### src/rtl/inv_pipe_elastic.sv
// inv_pipe_elastic: N-stage, W-bit elastic register pipeline with a per-stage
// inversion mask, valid/ready backpressure, bubble collapse, synchronous flush,
// an occupancy counter and a saturating output-handshake counter.
module inv_pipe_elastic #(
  parameter int unsigned             WIDTH    = 1,
  parameter int unsigned             DEPTH    = 3,
  parameter logic [DEPTH-1:0]        INV_MASK = 3'b110,
  parameter int unsigned             CNT_W    = 16,
  localparam int unsigned            OCC_W    = $clog2(DEPTH + 1)
) (
  input  logic             clk,
  input  logic             reset,
  input  logic             in_valid,
  output logic             in_ready,
  input  logic [WIDTH-1:0] in_data,
  output logic             out_valid,
  input  logic             out_ready,
  output logic [WIDTH-1:0] out_data,
  input  logic             flush,
  output logic [OCC_W-1:0] occupancy,
  output logic [CNT_W-1:0] xfer_count
);

  logic [WIDTH-1:0] data_q [DEPTH];
  logic [DEPTH-1:0] vld_q;
  logic [DEPTH-1:0] adv;
  logic [DEPTH-1:0] ld;
  logic [OCC_W-1:0] occ_q;
  logic [CNT_W-1:0] xfer_q;

  // Walk from the output back to the input: a stage advances when it is valid
  // and the stage after it is either empty or itself advancing. The running
  // "room downstream" flag avoids a self-referencing vector.
  always_comb begin
    logic room;
    room = out_ready;
    adv  = '0;
    for (int k = DEPTH - 1; k >= 0; k--) begin
      adv[k] = vld_q[k] & room;
      room   = ~vld_q[k] | adv[k];
    end
    in_ready = room;
    ld       = '0;
    ld[0]    = in_valid & room;
    for (int k = 1; k < DEPTH; k++) begin
      ld[k] = adv[k - 1];
    end
  end

  // Stage registers, occupancy and transfer counter; flush clears valids but
  // leaves the data registers untouched, and still lets the output handshake count.
  always_ff @(posedge clk) begin
    if (reset) begin
      vld_q  <= '0;
      occ_q  <= '0;
      xfer_q <= '0;
      for (int k = 0; k < DEPTH; k++) begin
        data_q[k] <= '0;
      end
    end else begin
      if (!flush) begin
        if (ld[0]) begin
          data_q[0] <= in_data ^ {WIDTH{INV_MASK[0]}};
        end
        for (int k = 1; k < DEPTH; k++) begin
          if (ld[k]) begin
            data_q[k] <= data_q[k - 1] ^ {WIDTH{INV_MASK[k]}};
          end
        end
        for (int k = 0; k < DEPTH; k++) begin
          if (ld[k]) begin
            vld_q[k] <= 1'b1;
          end else if (adv[k]) begin
            vld_q[k] <= 1'b0;
          end
        end
        if (ld[0] && !adv[DEPTH - 1]) begin
          occ_q <= occ_q + OCC_W'(1);
        end else if (!ld[0] && adv[DEPTH - 1]) begin
          occ_q <= occ_q - OCC_W'(1);
        end
      end else begin
        vld_q <= '0;
        occ_q <= '0;
      end
      if (adv[DEPTH - 1] && (xfer_q != {CNT_W{1'b1}})) begin
        xfer_q <= xfer_q + CNT_W'(1);
      end
    end
  end

  assign out_data   = data_q[DEPTH - 1];
  assign out_valid  = vld_q[DEPTH - 1];
  assign occupancy  = occ_q;
  assign xfer_count = xfer_q;

endmodule

### config.mk
export PLATFORM = sky130hd
export DESIGN_NAME = inv_pipe_elastic
export DESIGN_NICKNAME = d
export VERILOG_FILES = /design/src/rtl/inv_pipe_elastic.sv
export SDC_FILE = /design/constraint.sdc
export NUM_CORES = 1
export LEC_CHECK = 0
export ABC_AREA = 0
export CELL_PAD_IN_SITES_DETAIL_PLACEMENT = 1
export CELL_PAD_IN_SITES_GLOBAL_PLACEMENT = 1
export CORE_MARGIN = 3
export CORE_UTILIZATION = 33
export CTS_CLUSTER_DIAMETER = 120
export DETAILED_ROUTE_END_ITERATION = 10
export MAX_ROUTING_LAYER = met4
export PLACE_DENSITY_LB_ADDON = 0.1
export SYNTH_ARGS = -nofsm -noshare
export SYNTH_HDL_FRONTEND = slang
export SYNTH_SLANG_ARGS = --single-unit
### constraint.sdc
create_clock -name clk -period 1.9 [get_ports clk]
set_clock_uncertainty 0.05 [all_clocks]
set_input_delay 0.38 -clock clk [delete_from_list [all_inputs] [get_ports clk]]
set_output_delay 0.38 -clock clk [all_outputs]
set_load 0.05 [all_outputs]
==> results.toml, run 1 <==
[routing]
wl_mm = 3.134
drc = 0
vias_per_cell = 5.243
detail_route.first_pass.iterations = 4
num_vias = 1143
first_iter_violations = 37
wl_per_cell_um = 14.38
ant_nets = 0

[finish]
finalInstanceArea_um2 = 1610
final_common_cell = "buf_4"
drive_gt1_share_pct = 33.14
fin_cells = 218
nNetsFinal = 181
area_delta_synth_final_pct = 34.62
fillCellCount = 420
seqCellArea_um2 = 528.0
diodes = 0
postLayoutCoreUtil_pct = 47.14
multiInputGateArea_um2 = 658.1
final_cell_mix = "buf_4 (32), dfxtp_2 (14), nand2_1 (10), a21oi_1 (10), nor2_1 (10)"

[clock_network]
clk_pin_slew_worst_paths_ns = 0.13
clkLatencyLatePin_ns = 0.31
cts_tree = "yes"
cts_root_buffer = "clkbuf_4"
cts_sinks = 24
numCtsBuffers = 3
cts_resized = 1
h-tree-depth = 1
post_cts_buffers = 0
postCtsHoldBufs = 0
clockBufferDepth = 2

[place]
place_hpwl_mm = 2.534
place_area_um2 = 1582
io_buffers = 26
place_inst = 214
gp_congestion = 0.7659

[floorplan]
core-area_um2 = 3416
row_count = 21
fp.dieArea_um2 = 4383
die_width_um = 66.21
start_util_pct = 35.02
io_pins = 27
dieHeight_um = 66.21

[sta]
fin_crit_ns = 1.805
grt_setup_unrepaired = "no"
finalCritPeriodShare_pct = 95.01
fin_hold_ws_ns = 0.4473
setup_tns_ns = 0
slew_headroom_pct = 67.80
slew_violations = 0
worst_pin_slew_ns = 0.4849
hold_violations = 0
setup_viol_count_final = 0
fmax_ghz = 0.5540

[logic_synthesis]
synth_cells = 132
yosysWarnings = 0
avgSynthCellArea_um2 = 9.062
synth.distinct_cells = 43
seq_area_frac_synth_pct = 42.68
synth_seq_cells = 24
synth_area_leader_cell = "dfxtp_1"
syn-num-nets = 140
synth_area_leaders = "dfxtp_1 (35%), edfxtp_1 (7.5%), a21oi_1 (4.2%), nand2_1 (3.5%), nor2_1 (3.1%)"
synth_top_area_share_pct = 35.15
syn-cell-area_um2 = 1196
async_flop_share_pct = 0
synth-edff-count = 3
synth-main-ff-cell = "dfxtp_1"

[critical_path]
crit_path_end = "xfer_count[9]$_SDFFE_PP0P_"
endpoint_kind = "flip-flop"
rrSetupSlack_ns = 0.09
rr_endpoint = "xfer_count[9]$_SDFFE_PP0P_"
critPathKind = "flip-flop to flip-flop"
critical_path_arrival_ns = 2.00
critPathRequiredTime_ns = 2.09
reg2regPathDepth = 6
worstReg2RegStart = "xfer_count[0]$_SDFFE_PP0P_"
crit_fanout = 7
start_kind = "flip-flop"
critPathLaunch = "xfer_count[0]$_SDFFE_PP0P_"

[worst_hold_path]
hp-class = "flip-flop to flip-flop"
hp-start = "xfer_count[7]$_SDFFE_PP0P_"

[global_route]
grt_pass1_vias = 1090
grt_busiest_layer = "met2"
grt-ovfl-total = 0
grt_max_degree = 14
grt_pass1_wl_mm = 5.202
grt_antenna_before_repair = 0
use_met3_pct = 2.211
grt_use_met2_pct = 24.66
gr-usage-met1_pct = 20.33
grt_use_total_pct = 15.55

[flow_run]
drv_cap = 0

[pwr]
power.share.clock_pct = 28.1
p_leak_uw = 0.0006475
ir_worst_vdd_mv = 0.2077
power_density_nw_per_um2 = 515.5
p_int_uw = 632.3
power_frac_seq_pct = 63.4
switching_power_uw = 197.9
pwr-share-comb_pct = 8.5
swShare_pct = 23.83

[run_status]
status = "finished, final reports clean"
[cell families (layout without fill, tap and decap cells)]
family                   after synthesis  after routing  synth area share (%)
buffers and inverters                  8             48                 2.614
AO/OA/AOI/OAI                         34             34                 18.52
multiplexers                           3              3                 2.720
flip-flops                            24             24                 42.68
AND/OR/NAND/NOR                       58             58                 29.19
XOR/XNOR                               3              3                 2.197
adder cells (fa/ha/maj)                2              2                 2.092
[layout make-up]
class | instances | share of cell area (%)
clock buffers | 4 | 1.632
inverters | 5 | 1.166
multi-input cells | 100 | 40.87
flip-flops and latches | 24 | 32.79
well taps | 46 | 3.574
repair buffers | 39 | 19.97
[power by group through the flow]
stage / clock [uW] / sequential [uW] / combinational [uW]
6_report: 234 / 526 / 70.7
5_1_grt: 274 / 527 / 76.7
3_5_place_dp: 0 / 538 / 72.5
3_3_place_gp: 0 / 537 / 70.4
2_1_floorplan: 0 / 549 / 26.0
4_1_cts: 251 / 526 / 71.7
[worst max-delay path: stages (launching register included)]
cell and delay [ns]:
dfxtp_2 0.36, ha_1 0.28, nand3_1 0.18, nor4_4 0.06, buf_4 0.16, or4_1 0.49, a21oi_1 0.15
[synthesized netlist by cell type (2+ instances only)]
cell	n
nand2_1	11
nand4_1	3
or4_1	5
inv_1	5
and2_1	3
nand3_1	5
o21ai_0	5
nor2_1	10
ha_1	2
o21a_1	2
a21oi_1	10
dfxtp_1	21
nor3_1	5
mux2_1	2
nor2b_1	3
and4_1	2
and3_1	2
edfxtp_1	3
xor2_1	2
a31oi_1	2
a211oi_1	2
nand2b_1	2
o31ai_1	5
[worst min path at each step]
stage,endpoint,cells after the start
3_5_place_dp,xfer_count[7]$_SDFFE_PP0P_,1
6_report,xfer_count[7]$_SDFFE_PP0P_,1
4_1_cts,xfer_count[7]$_SDFFE_PP0P_,1
5_1_grt,xfer_count[2]$_SDFFE_PP0P_,3
3_3_place_gp,xfer_count[7]$_SDFFE_PP0P_,1
2_1_floorplan,occupancy[1]$_SDFFE_PP0P_,1
[routing by layer]
metal	wire length, um	share of wire (%)
met4	23	0.73
met2	1516	48
met1	1520	49
met5	0	0
met3	74	2.4
[flip-flops by register name (all words and copies together) (netlist names)]
signal      count
occupancy       2
vld_q           3
xfer_count     16
data_q          3
[per-stage QoR]
stage | setup slack [ns] | power (uW)
floorplan | -0.03222 | 575.3
global placement | -0.2112 | 607.3
detailed placement | -0.2577 | 610.2
CTS | 0.009481 | 848.9
global route | 0.01316 | 878.4
finish | 0.09488 | 830.1
Note: power is estimated with default switching activity, not from simulation.
==> run 2, diff against run 1 <==
CAP_MARGIN = 20   (was not set)
CORE_UTILIZATION = 30   (was 33)
GPL_ROUTABILITY_DRIVEN = 1   (was not set)
==> run 2 against run 1 <==
Compared with the run above: die area is 9.1% higher; hold slack lost 0.011 ns; core utilization fell by 3.6 points; largest power group unchanged; clock power is 34% higher; sequential power barely moved; clock-buffer cell count did not move; final cell count increased by 0.92%; combinational power fell by 3.4%; register-to-register slack hardly changed; setup slack better by 0.0089 ns.
==> results.toml, run 2 (synthesis results as in run 1) <==
[sta]
timing.final.ws_setup_ns = 0.1037
fin_crit_ns = 1.796
finalCritPeriodShare_pct = 94.54
setup_viol_count_final = 0
slew_headroom_pct = 73.72
slew_violations = 0
hold_violations = 0
grt_setup_unrepaired = "no"
fmax_ghz = 0.5567
worst_pin_slew_ns = 0.3912
fin_hold_ws_ns = 0.4361

[finish]
area_delta_synth_final_pct = 36.40
final_common_cell = "buf_4"
nNetsFinal = 181
final_cell_mix = "buf_4 (33), dfxtp_2 (14), nand2_1 (10), a21oi_1 (10), nor2_1 (10)"
postLayoutCoreUtil_pct = 43.58
drive_gt1_share_pct = 34.30
seqCellArea_um2 = 528.0
fillCellCount = 457
diodes = 0
largest_reg_flops = 16
multiInputGateArea_um2 = 659.4

[routing]
wl_mm = 3.128
num_vias = 1158
wl_per_cell_um = 14.22
ant_nets = 0
vias_per_cell = 5.264
drc = 0
first_iter_violations = 28
detail_route.first_pass.iterations = 4

[critical_path]
start_kind = "flip-flop"
endpoint_kind = "flip-flop"
critPathRequiredTime_ns = 2.04
cp_slowest_stage_delay_ns = 0.50
cpMaxStageDelayCell = "or4_1"
rrSetupSlack_ns = 0.10
crit_fanout = 7
critPathKind = "flip-flop to flip-flop"
crit_chain = "ha_1 -> nand3_1 -> nor4_4 -> buf_4 -> or4_1 -> a21oi_1"
critical_path_arrival_ns = 1.94

[floorplan]
start_util_pct = 31.95
dieHeight_um = 69.15
die_width_um = 69.15
core-area_um2 = 3744
io_pins = 27
row_count = 22
fp.dieArea_um2 = 4781

[pwr]
ir_worst_vdd_mv = 0.1993
power_density_nw_per_um2 = 555.9
p_leak_uw = 0.0006549

[global_route]
grt_pass1_wl_mm = 5.292
grt_use_total_pct = 13.73
grt_pass1_vias = 1126
grt-ovfl-total = 0
grt_antenna_before_repair = 0
grt_max_degree = 14

[clock_network]
numCtsBuffers = 3
cts_tree = "yes"
cts_root_buffer = "clkbuf_8"
clockBufferDepth = 2
h-tree-depth = 1
postCtsHoldBufs = 0
post_cts_buffers = 0
cts_sinks = 24
clk_pin_slew_worst_paths_ns = 0.09
clkLatencyLatePin_ns = 0.27

[place]
io_buffers = 26
place_hpwl_mm = 2.518
gp_congestion = 0.7797
pre_cts_slack_ns = -0.2252

[flow_run]
drv_cap = 0

[worst_hold_path]
hp-class = "flip-flop to flip-flop"

[run_status]
status = "finished, final reports clean"
-- run 2: metrics by stage --
stage	TNS, ns	instances	total power, uW	instance area, um2
after CTS	0	220	926.9	1628
after global routing	0	220	949.9	1632
after floorplan	-0.03222	132	575.3	1216
after global placement	-1.437	216	605.5	1582
after detailed placement	-1.902	216	607.0	1582
final	0	220	907.0	1632
-- run 2: repair_timing --
action                                  in CTS  in global routing
gates resized for setup                      1                  2
endpoints found under the setup margin       1                  8
endpoints found under the hold margin        0                  0
-- run 2: worst max-delay path: cells and delay by family (launching register included) --
family	cells	cell delay (ns)
buffers and inverters	1	0.16
flip-flops	1	0.35
adder cells (fa/ha/maj)	1	0.26
AND/OR/NAND/NOR	3	0.74
AO/OA/AOI/OAI	1	0.16
-- run 2: worst paths after layout --
path | start | end | depth (start not counted)
setup / recovery | xfer_count[0]$_SDFFE_PP0P_ | xfer_count[11]$_SDFFE_PP0P_ | 6
hold / removal | xfer_count[1]$_SDFFE_PP0P_ | xfer_count[1]$_SDFFE_PP0P_ | 2
setup reg to reg | xfer_count[0]$_SDFFE_PP0P_ | xfer_count[11]$_SDFFE_PP0P_ | 6
hold reg to reg | xfer_count[1]$_SDFFE_PP0P_ | xfer_count[1]$_SDFFE_PP0P_ | 2
-- run 2: final cells by class --
type	count	area share, %
Clock buffer	4	2.761
Inverter	5	1.150
Tap cell	48	3.681
Timing Repair Buffer	39	19.63
Multi-Input combinational cell	100	40.41
Sequential cell	24	32.36
-- run 2: routing by layer --
layer	up-vias	GRT usage, %	routed length, um	share of wire, %
met5	-	-	0	0
met4	0	5.857	48	1.5
met1	557	17.84	1501	48
met2	19	21.08	1483	47
met3	4	2.187	93	3.0
li1	578	-	-	-
-- run 2: power by group --
part           switching [uW]  internal (uW)  leakage (uW)  total [uW]
Sequential               4.86            520      0.000208         525
Combinational            39.8           28.5      0.000424        68.3
Clock                     164            150     0.0000228         313
Total                     208            699      0.000655         907
==> run 3, diff against run 2 <==
--- a/constraint.sdc
+++ b/constraint.sdc
@@ -3,3 +3,3 @@
 set_input_delay 0.38 -clock clk [delete_from_list [all_inputs] [get_ports clk]]
 set_output_delay 0.38 -clock clk [all_outputs]
-set_load 0.05 [all_outputs]
+set_load 0.005 [all_outputs]
==> run 3 against run 2 <==
Compared with the run above: register-to-register slack gained 0.07 ns; clock power is essentially flat; final cell count increased by 2.3%; combinational power decreased by 15%; sequential cell count unchanged; hold slack improved by 0.028 ns; die area unchanged; total power down 0.82%; fmax is 1.9% higher; non-clock buffer count rose by 5; highest routed layer unchanged.
==> results.toml, run 3 (synthesis results as in run 1) <==
[pwr]
ir_worst_vdd_mv = 0.2005
power.total_uw = 899.6
power_density_nw_per_um2 = 527.9
p_leak_uw = 0.0006233

[critical_path]
rr_endpoint = "xfer_count[2]$_SDFFE_PP0P_"
critPathLaunch = "xfer_count[8]$_SDFFE_PP0P_"
worstReg2RegStart = "xfer_count[0]$_SDFFE_PP0P_"
cpMaxStageDelayCell = "clkdlybuf4s50_1"
path_depth = 2
endpoint_kind = "primary output"
path_buf_inv = 2
rrSetupSlack_ns = 0.17
path_delay_family = "buffers and inverters"
start_kind = "flip-flop"
critical_path_arrival_ns = 1.33
critPathKind = "flip-flop to primary output"
crit_fanout = 5
cp_slowest_stage_delay_ns = 0.49
reg2regPathDepth = 6
crit_chain = "buf_4 -> clkdlybuf4s50_1"
critPathRequiredTime_ns = 1.47
crit_path_end = "xfer_count[8]"

[global_route]
grt_antenna_before_repair = 0
grt_pass1_vias = 1229
grt_use_total_pct = 14.91
grt_pass1_wl_mm = 5.761
grt-ovfl-total = 0
grt_max_degree = 14

[sta]
finalCritPeriodShare_pct = 92.76
fmax_ghz = 0.5674
setup_tns_ns = 0
grt_setup_unrepaired = "no"
slew_headroom_pct = 77.51
setup_viol_count_final = 0
hold_violations = 0
slew_violations = 0
fin_crit_ns = 1.762
fin_hold_ws_ns = 0.4640
worst_pin_slew_ns = 0.3347

[clock_network]
cts_tree = "yes"
clk_pin_slew_worst_paths_ns = 0.09
clkLatencyLatePin_ns = 0.27
postCtsHoldBufs = 0
cts_sinks = 24
h-tree-depth = 1
clockBufferDepth = 2
numCtsBuffers = 3
cts_root_buffer = "clkbuf_8"

[flow_run]
drv_cap = 0

[finish]
seqCellArea_um2 = 510.5
multiInputGateArea_um2 = 673.1
final_cell_mix = "clkdlybuf4s50_1 (24), dfxtp_1 (21), buf_4 (18)"
largest_reg_flops = 16
area_delta_synth_final_pct = 42.47
drive_gt1_share_pct = 16.38
nNetsFinal = 186
diodes = 0
fillCellCount = 463
final_common_cell = "clkdlybuf4s50_1"

[place]
place_hpwl_mm = 2.676
io_buffers = 26
gp_congestion = 0.7827

[floorplan]
io_pins = 27
die_width_um = 69.15
core-area_um2 = 3744
start_util_pct = 31.95
row_count = 22
fp.dieArea_um2 = 4781
dieHeight_um = 69.15

[routing]
num_vias = 1188
first_iter_violations = 26
vias_per_cell = 5.280
wl_per_cell_um = 14.78
drc = 0
detail_route.first_pass.iterations = 4
ant_nets = 0
wl_mm = 3.325

[run_status]
status = "finished, final reports clean"

[worst_hold_path]
hp-class = "flip-flop to flip-flop"
==> run 3: cell types whose count changed in the layout (fill, tap and decap cells not counted), sizes merged <==
cell | before | now
buf | 34 | 18
clkbuf | 4 | 3
clkdlybuf4s50 | 4 | 24
clkinv | 0 | 1
dlygate4sd2 | 0 | 1
==> run 3: timing repair <==
item	4_1_cts	5_1_grt
resized for setup	1	5
endpoints found under the setup margin	1	9
gates cloned	0	0
setup buffers	0	0
pin swaps	0	3
==> run 3: routing by layer <==
layer | wire, um | vias up | GRT usage (%)
li1 | - | 584 | -
met1 | 1628 | 584 | 19.63
met2 | 1597 | 18 | 23.73
met3 | 74 | 2 | 2.478
met4 | 24 | 0 | 3.905
met5 | 0 | - | -
==> run 3: area by class of cell <==
class | count | area share (%)
clock inverter | 1 | 0.2203
clock buffer | 3 | 2.423
inverter | 5 | 1.101
multi-input combinational | 100 | 39.50
tap | 48 | 3.524
sequential | 24 | 29.96
timing repair buffer | 44 | 23.27
==> run 3: worst min-delay path, delay by kind of cell (launching register included) <==
| kind | cells | cell delay [ns] |
|---|---|---|
| AOI/OAI and AO/OA | 2 | 0.12 |
| DFF | 1 | 0.35 |
==> run 3: worst min path at each step <==
stage / end / slack (ns) / cells past startpoint / startpoint
after global placement: xfer_count[11]$_SDFFE_PP0P_ / 0.44 / 2 / xfer_count[11]$_SDFFE_PP0P_
after CTS: xfer_count[11]$_SDFFE_PP0P_ / 0.47 / 2 / xfer_count[11]$_SDFFE_PP0P_
after floorplan: occupancy[1]$_SDFFE_PP0P_ / 0.41 / 1 / flush
after detailed placement: xfer_count[11]$_SDFFE_PP0P_ / 0.46 / 2 / xfer_count[11]$_SDFFE_PP0P_
final: xfer_count[11]$_SDFFE_PP0P_ / 0.46 / 2 / xfer_count[11]$_SDFFE_PP0P_
after global routing: vld_q[2]$_SDFFE_PP0P_ / 0.51 / 1 / vld_q[1]$_SDFFE_PP0P_
==> run 3: power breakdown <==
part / internal, uW / switching [uW]
Sequential: 521 / 4.77
Combinational: 30.0 / 28.2
Clock: 145 / 171
Total: 695 / 204
==> run 3: through the flow <==
step / area (um2) / instances / utilization, % / setup WS (ns)
3_5_place_dp: 1639 / 221 / 43.78 / -0.2597
3_3_place_gp: 1639 / 221 / 43.78 / -0.2055
6_report: 1704 / 225 / 45.52 / 0.1377
5_1_grt: 1704 / 225 / 45.52 / 0.04286
2_1_floorplan: 1196 / 132 / - / 0.09118
4_1_cts: 1683 / 225 / 44.95 / 0.01681
